[config.mk]
export PLATFORM = sky130hd
export DESIGN_NAME = branch_predictor
export DESIGN_NICKNAME = d
export VERILOG_FILES = /design/src/rtl/bp_pkg.sv /design/src/rtl/bp_pred_pipe.sv /design/src/rtl/branch_predictor.sv
export SDC_FILE = /design/constraint.sdc
export NUM_CORES = 1
export LEC_CHECK = 0
export CELL_PAD_IN_SITES_DETAIL_PLACEMENT = 2
export CELL_PAD_IN_SITES_GLOBAL_PLACEMENT = 2
export CORE_MARGIN = 5
export CORE_UTILIZATION = 27
export CTS_CLUSTER_DIAMETER = 60
export CTS_CLUSTER_SIZE = 16
export DETAILED_ROUTE_END_ITERATION = 8
export PLACE_DENSITY = 0.77
export RECOVER_POWER = 50
export SYNTH_ARGS = -nofsm -noshare
export SYNTH_HDL_FRONTEND = slang
export SYNTH_SLANG_ARGS = --single-unit
[constraint.sdc]
create_clock -name CLK -period 1.8 [get_ports CLK]
set_input_delay 0.18 -clock CLK [delete_from_list [all_inputs] [get_ports CLK]]
set_output_delay 0.18 -clock CLK [all_outputs]
set_load 0.005 [all_outputs]
[src/rtl/bp_pkg.sv]
// Shared types and helpers for the 2-bit saturating-counter branch predictor.
package bp_pkg;

    typedef enum logic [1:0] {
        SNT = 2'b00,
        WNT = 2'b01,
        WT  = 2'b10,
        ST  = 2'b11
    } bp_cnt_t;

    localparam bp_cnt_t BP_CNT_RESET = WNT;

    typedef struct packed {
        logic valid;
        logic pred;
    } pred_slot_t;

    // Saturating step towards the observed outcome.
    function automatic bp_cnt_t bp_next(bp_cnt_t cur, logic taken);
        bp_cnt_t nxt;
        nxt = cur;
        case (cur)
            SNT:     nxt = taken ? WNT : SNT;
            WNT:     nxt = taken ? WT  : SNT;
            WT:      nxt = taken ? ST  : WNT;
            ST:      nxt = taken ? ST  : WT;
            default: nxt = cur;
        endcase
        return nxt;
    endfunction

endpackage

[src/rtl/bp_pred_pipe.sv]
// Carries {valid, pred} alongside the instruction through IF/ID and ID/EX.
module bp_pred_pipe
    import bp_pkg::*;
(
    input  logic       clk,
    input  logic       rst,
    input  logic       stall,
    input  logic       flush,
    input  logic       pred_if,
    output pred_slot_t slot_id,
    output pred_slot_t slot_ex
);

    // Flush beats stall; stall holds IF/ID and drops a bubble into ID/EX.
    always_ff @(posedge clk or posedge rst) begin
        if (rst) begin
            slot_id <= '0;
            slot_ex <= '0;
        end else if (flush) begin
            slot_id <= '0;
            slot_ex <= '0;
        end else if (stall) begin
            slot_ex <= '0;
        end else begin
            slot_id <= '{valid: 1'b1, pred: pred_if};
            slot_ex <= slot_id;
        end
    end

endmodule

[src/rtl/branch_predictor.sv]
// Direct-mapped 2-bit counter beq predictor: lookup at IF, resolve and train at EX.
module branch_predictor
    import bp_pkg::*;
#(
    parameter int unsigned IDX_W = 4,
    parameter int unsigned PC_W  = 32,
    parameter int unsigned CNT_W = 16
) (
    input  logic             CLK,
    input  logic             RST,
    input  logic [PC_W-1:0]  PC_IF,
    input  logic [PC_W-1:0]  PC_EX,
    input  logic             STALL,
    input  logic             BEQ_EX,
    input  logic             BEQ_TAKEN_EX,
    output logic             PRED_TAKEN_IF,
    output logic             PRED_TAKEN_EX,
    output logic             BEQ_WRONG_PRED,
    output logic [CNT_W-1:0] BRANCH_CNT,
    output logic [CNT_W-1:0] MISPRED_CNT
);

    localparam int unsigned DEPTH = 1 << IDX_W;

    bp_cnt_t          tbl [DEPTH];
    logic [IDX_W-1:0] idx_if;
    logic [IDX_W-1:0] idx_ex;
    pred_slot_t       slot_id;
    pred_slot_t       slot_ex;
    logic             resolve;
    logic             unused_pc_bits;

    assign idx_if = PC_IF[IDX_W+1:2];
    assign idx_ex = PC_EX[IDX_W+1:2];
    assign unused_pc_bits = ^{PC_IF[PC_W-1:IDX_W+2], PC_IF[1:0],
                              PC_EX[PC_W-1:IDX_W+2], PC_EX[1:0], slot_id};

    assign PRED_TAKEN_IF  = tbl[idx_if][1];
    assign PRED_TAKEN_EX  = slot_ex.pred;
    assign resolve        = BEQ_EX & slot_ex.valid;
    assign BEQ_WRONG_PRED = resolve & (slot_ex.pred != BEQ_TAKEN_EX);

    bp_pred_pipe u_pipe (
        .clk     (CLK),
        .rst     (RST),
        .stall   (STALL),
        .flush   (BEQ_WRONG_PRED),
        .pred_if (PRED_TAKEN_IF),
        .slot_id (slot_id),
        .slot_ex (slot_ex)
    );

    // Training happens regardless of STALL; lookups see it from the next cycle.
    always_ff @(posedge CLK or posedge RST) begin
        if (RST) begin
            for (int unsigned i = 0; i < DEPTH; i++) begin
                tbl[i] <= BP_CNT_RESET;
            end
        end else if (resolve) begin
            tbl[idx_ex] <= bp_next(tbl[idx_ex], BEQ_TAKEN_EX);
        end
    end

    // Statistics saturate at all-ones.
    always_ff @(posedge CLK or posedge RST) begin
        if (RST) begin
            BRANCH_CNT  <= '0;
            MISPRED_CNT <= '0;
        end else if (resolve) begin
            if (BRANCH_CNT != '1) begin
                BRANCH_CNT <= BRANCH_CNT + CNT_W'(1);
            end
            if (BEQ_WRONG_PRED && (MISPRED_CNT != '1)) begin
                MISPRED_CNT <= MISPRED_CNT + CNT_W'(1);
            end
        end
    end

endmodule

Word-level counts from Yosys, hierarchy flattened:

Cells that the tools add are included.

* register bits after elaboration: 68
* input bits: 69
* output and inout port bits: 35
* word-level logic and storage cells: 62

* add/sub/neg operators: 2
* magnitude comparators: 3
* equal/unequal tests: 7
* mux-type cells: 19
* bitwise logic cells: 4
* reductions and logical operators: 5

Operators with widths (count)
* $add 16x1->16 const B: 2
* $bwmux 32: 1
* $ne 16x16->1 const B: 2
* $mux 2: 12
* $bmux 2 s4: 2
* $ge 5x5->1 const B: 2
* $not 4->5: 2
* $demux 2 s4: 1
* $pmux 2 s4: 1
* $lt 5x1->1 const B: 1
* $eq 2x2->1 const B: 2
* $reduce_and 2->1: 2
* $and 1x1->1: 2
* $eq 2x1->1 const B: 1
* $logic_and 1x1->1: 2
* $logic_not 2->1: 1
* $mux 1: 2
* $ne 2x1->1 const B: 1
* $ne 1x1->1: 1

Depth between registers and ports, before layout:

Gate-level depths: netlist of run 1.

* depth after elaboration: 8
* gate-level depth with buffers: 7
* mapped depth without buffers: 5

Hierarchy:

From an unflattened synthesis of run 1, not the netlist that was laid out.

* cells, all modules: 280
* area, all modules: 3485.8 um2

By module, submodules not included
* branch_predictor: instances 1, cells an instance 269, area an instance 3347.0 um2, seq. area each 1621.6 um2
* bp_pred_pipe: instances 1, cells an instance 11, area an instance 138.9 um2, seq. area each 100.1 um2

Worst setup path after synthesis of run 1:

Ideal clock, no wire load.

* path type: input to register
* from: input PC_EX[3]
* to: register tbl[25] (netlist name)
* library setup time: 125 ps
* arrival: 1780 ps
* data required time: 1675 ps
* setup slack: -104 ps
* stages: 5
* path buffers: 1
* cell sequence: buf_2 -> mux4_2 -> mux2_2 -> maj3_2 -> mux2_2

* word-level cells in the longest chain between the ends: 8
* elaborated cells on any way between the ends: 16
* classes of those cells: order compare (2); eq/ne (3); mux (8); bitwise (1); reduce/logical (2)

RTL lines
* start, declared: RTL line branch_predictor.sv:12 `input logic [PC_W-1:0] PC_EX,`
* $not 4->5 (not written as such) *: RTL line branch_predictor.sv:60 `tbl[idx_ex] <= bp_next(tbl[idx_ex], BEQ_TAKEN_EX);`
* $bmux 2 s4: RTL line branch_predictor.sv:60
* $mux 2 (not written as such) (2 in a row): RTL line branch_predictor.sv:60
* $eq 2x2->1 (tied with other cells): RTL line bp_pkg.sv:22 `case (cur)`
* $pmux 2 s4: RTL line bp_pkg.sv:22
* $mux 2: RTL line branch_predictor.sv:59 `end else if (resolve) begin`
* $bwmux 32 *: RTL line branch_predictor.sv:60
* end signal, assigned by index: RTL line branch_predictor.sv:60
* end, declared: RTL line branch_predictor.sv:25 `bp_cnt_t tbl [DEPTH];`

Every way passes the cells marked *; elsewhere a longest branch is shown, timed or not. The select of a mux whose other input is x is not followed.
A chain may end at the register's enable or synchronous reset.

Worst setup path in the final report of run 1:

* from: register tbl[21] (netlist name)
* to: register tbl[31] (netlist name)

* word-level cells in the longest chain between the ends: 7
* elaborated cells on any way between the ends: 10
* classes of those cells: eq/ne (3); mux (6); reduce/logical (1)

RTL lines (RTL line)
* $bmux 2 s4 *: branch_predictor.sv:60
* $mux 2 (not written as such) * (2 in a row): branch_predictor.sv:60
* $eq 2x2->1 (tied with other cells): bp_pkg.sv:22
* $pmux 2 s4 *: bp_pkg.sv:22
* $mux 2 *: branch_predictor.sv:59
* $bwmux 32 *: branch_predictor.sv:60

Marks and branches as above.

==> results.cfg, run 1 <==
[outcome]
status = finished, violations left
violations = negative setup slack

[clock_network]
cts_buffers = 9
cts_tree = yes
clock-sinks = 68
root_buffer = clkbuf_16
htreeDepth = 3
clock_latency_ns = 0.34
clkTransAtPathRegs_ns = 0.05
clockBufferDepth = 2

[finish]
nets = 471
seqCellArea_um2 = 1720
antennaDiodeCount = 0
area_delta_synth_final_pct = 48.3
fillers = 1328
multi_input_area_um2 = 1900
drive_above_1_share = 0.432

[logic_synthesis]
synth.top_cell.area_share = 0.376
ys_ff_latch = 68
synthTopCellsByArea = dfrtp_1 (38%), dfstp_2 (12%), mux2_2 (12%)
synth_cell_types = 41
syn-num-nets = 352
synth_warnings = 0
yosysTopAreaCell = dfrtp_1
syn_inst = 281
syn_avg_cell_area_um2 = 12.3
syn_area_um2 = 3460
synth-seq-area-share = 0.497

[drt]
vias = 2806
routed_wl_um = 11000
drc = 0
detail-route-antenna-nets = 0
vias_per_cell = 4.86
dr.pass1.iters = 4
drt_iter0_drc = 57
wl_per_cell_um = 19.0

[timing]
fin_skew_ns = 0.00509
tightest_slew_ns = 1.00
hold_viol = 0
rsz0062_at_grt = yes
slew_headroom = 0.330
post-route-period-util = 1.15
fin_tns_setup_ns = -4.14
finalSetupViolCount = 18
slew_violations = 0
fmax_ghz = 0.483
setup_ws_ns = -0.268
fin_crit_ns = 2.07

[floorplan]
core_area_um2 = 12600
die_h_um = 123
start_util = 0.274
dieArea_um2 = 15200
top_level_ports = 104
die_x_um = 123
placementRows = 41

[pwr]
p_seq_frac = 0.406
p_sw_mw = 1.41
p_per_area_nw_per_um2 = 988
p_comb_frac = 0.277
p_int_mw = 3.66
swShare = 0.278
peakVddDrop_mv = 0.433
p_clk_frac = 0.317
power_mw = 5.07
leakage_nw = 2.22

[worst_setup_path]
crit_fanout = 8
critPathMaxStageDelay_ns = 0.45
crit_path_frequent_cell = mux2_4
cp_cell_sequence = buf_6 > mux4_2 > mux2_4 > maj3_4 > mux2_4
cp_slowest_cell = mux4_2
critical_path_arrival_ns = 2.28
cp-start-kind = flip-flop
critical_path.startpoint = tbl[21]$_DFFE_PP0P_
worstPathRequired_ns = 2.02
worst_setup_path_end_kind = flip-flop
cp_top_family = multiplexers
path_class = flip-flop to flip-flop
crit_buf_inv = 1
worstReg2RegStart = tbl[21]$_DFFE_PP0P_

[global_route]
busiest_layer = met2
first_global_vias = 3271
grt_pass1_wl_um = 17500
track_usage = 0.152
overflow = 0
grtUsageMet1 = 0.179
antenna_found_initial = 0
grt_util_met2 = 0.268
grt_max_degree = 39
grt_use_met3 = 0.0306

[run]
drv_cap = 0

[hold_path]
hold_class = flip-flop to flip-flop
hp-start = MISPRED_CNT[13]$_DFFE_PP0P_

[place]
port_buffers = 47
dpl.hpwl_um = 7940
gp_congestion = 0.835
-- power by group through the flow --
stage               clock network [mW]  registers (mW)  logic (mW)
finish                            1.61            2.06        1.41
floorplan                            0            2.06       0.557
CTS                               1.66            2.06        1.37
global placement                     0            2.04        1.21
detailed placement                   0            2.08        1.28
global route                      1.74            2.09        1.52
-- cell families (layout without fill, tap and decap cells) --
logic type	after synthesis	count (layout)	synth area share
simple gates	75	75	0.115
flops	68	68	0.497
fa+ha+maj	4	4	0.0137
mux	51	51	0.208
buf+inv	16	140	0.0188
compound gates	40	40	0.0798
xor+xnor	27	27	0.0683
-- timing repair --
action | in CTS | in global routing
pin swaps | 4 | 5
cloned | 0 | 0
hold buffers | 0 | 0
buffers inserted | 8 | 4
endpoints found under the setup margin | 45 | 40
resized for setup | 46 | 31
-- sequential cells by signal (all words and copies together), names as in the netlist --
register	count
u_pipe.slot_ex	2
tbl	32
u_pipe.slot_id	2
MISPRED_CNT	16
BRANCH_CNT	16
-- cells in the mapped netlist --
master and count:
and3_1 5, a2111oi_0 8, o21ai_0 8, a21oi_1 7
mux4_2 13, nand3b_1 2, nor3_1 4, nor4_1 2
clkbuf_1 4, xor2_1 18, buf_2 4, and2_1 2
xnor2_1 9, maj3_2 2, a31oi_1 2, mux2i_1 1
buf_1 1, a211oi_1 5, and2_0 1, inv_1 7
nand3_1 11, dfstp_2 16, or2_2 2, nor4b_1 1
nand4_1 5, o21a_1 1, dfrtp_1 52, a41oi_1 1
ha_1 2, nor2b_1 1, a21boi_0 2, nor4_2 1
o211ai_1 3, o21ba_2 1, o2111ai_1 2, nand2b_1 2
or3_1 2, mux2_2 37, and4_1 4, nand2_1 15
nor2_1 15
-- worst reg2reg max path, delay by kind of cell (launching register included) --
family                     cells  cell delay [ns]
muxes                          3             1.03
buffers and inverters          1             0.13
adders and majority gates      1             0.38
DFF                            1             0.41
-- layout make-up --
class,instances,area share
Multi-Input combinational cell,197,0.371
Tap cell,172,0.0419
Timing Repair Buffer,117,0.196
Inverter,7,0.00585
Clock buffer,16,0.0509
Sequential cell,68,0.335
-- per-layer routing --
layer / share of wire / up-vias
li1: - / 1289
met1: 0.42 / 1452
met2: 0.53 / 49
met3: 0.029 / 16
met4: 0.018 / 0
met5: 0 / -
-- per-stage QoR --
| stage | util | std cells | setup slack (ns) | area, µm² | hold WS, ns |
|---|---|---|---|---|---|
| after global placement | 0.363 | 551 | -0.669 | 4580 | 0.479 |
| after CTS | 0.396 | 574 | -0.286 | 5000 | 0.328 |
| after global routing | 0.407 | 577 | -0.311 | 5140 | 0.524 |
| after floorplan | - | 281 | -0.0457 | 3480 | 0.251 |
| final | 0.407 | 577 | -0.268 | 5140 | 0.493 |
| after detailed placement | 0.363 | 551 | -0.697 | 4580 | 0.496 |
-- layout by cell type (no fill, tap or decap), drive strengths merged, types with 8 or more instances in the layout --
| master | Yosys | final |
|---|---|---|
| dfstp | 16 | 16 |
| a2111oi | 8 | 8 |
| xor2 | 18 | 18 |
| xnor2 | 9 | 9 |
| nor2 | 15 | 15 |
| o21ai | 8 | 8 |
| buf | 5 | 67 |
| mux2 | 37 | 37 |
| mux4 | 13 | 13 |
| clkdlybuf4s50 | 0 | 38 |
| dfrtp | 52 | 52 |
| nand3 | 11 | 11 |
| nand2 | 15 | 15 |
| clkbuf | 4 | 20 |
-- path summary, 6_finish.rpt --
path                       cells past startpoint  slack, ns                     endpoint
max in group asynchronous                      3       0.50          tbl[31]$_DFFE_PP0P_
min in group asynchronous                      3       0.58    BRANCH_CNT[6]$_DFFE_PP0P_
max reg2reg                                    5      -0.27          tbl[31]$_DFFE_PP0P_
min reg2reg                                    1       0.49  MISPRED_CNT[13]$_DFFE_PP0P_
min                                            1       0.49  MISPRED_CNT[13]$_DFFE_PP0P_
max                                            5      -0.27          tbl[31]$_DFFE_PP0P_
No activity file was read; power rests on OpenSTA's default activity.
==> inputs of run 2 (changes only) <==
- CTS_CLUSTER_SIZE: 16 -> 10
==> results of run 2 <==
Same layout as run 1: the final DEF is identical, and so are final timing and power.
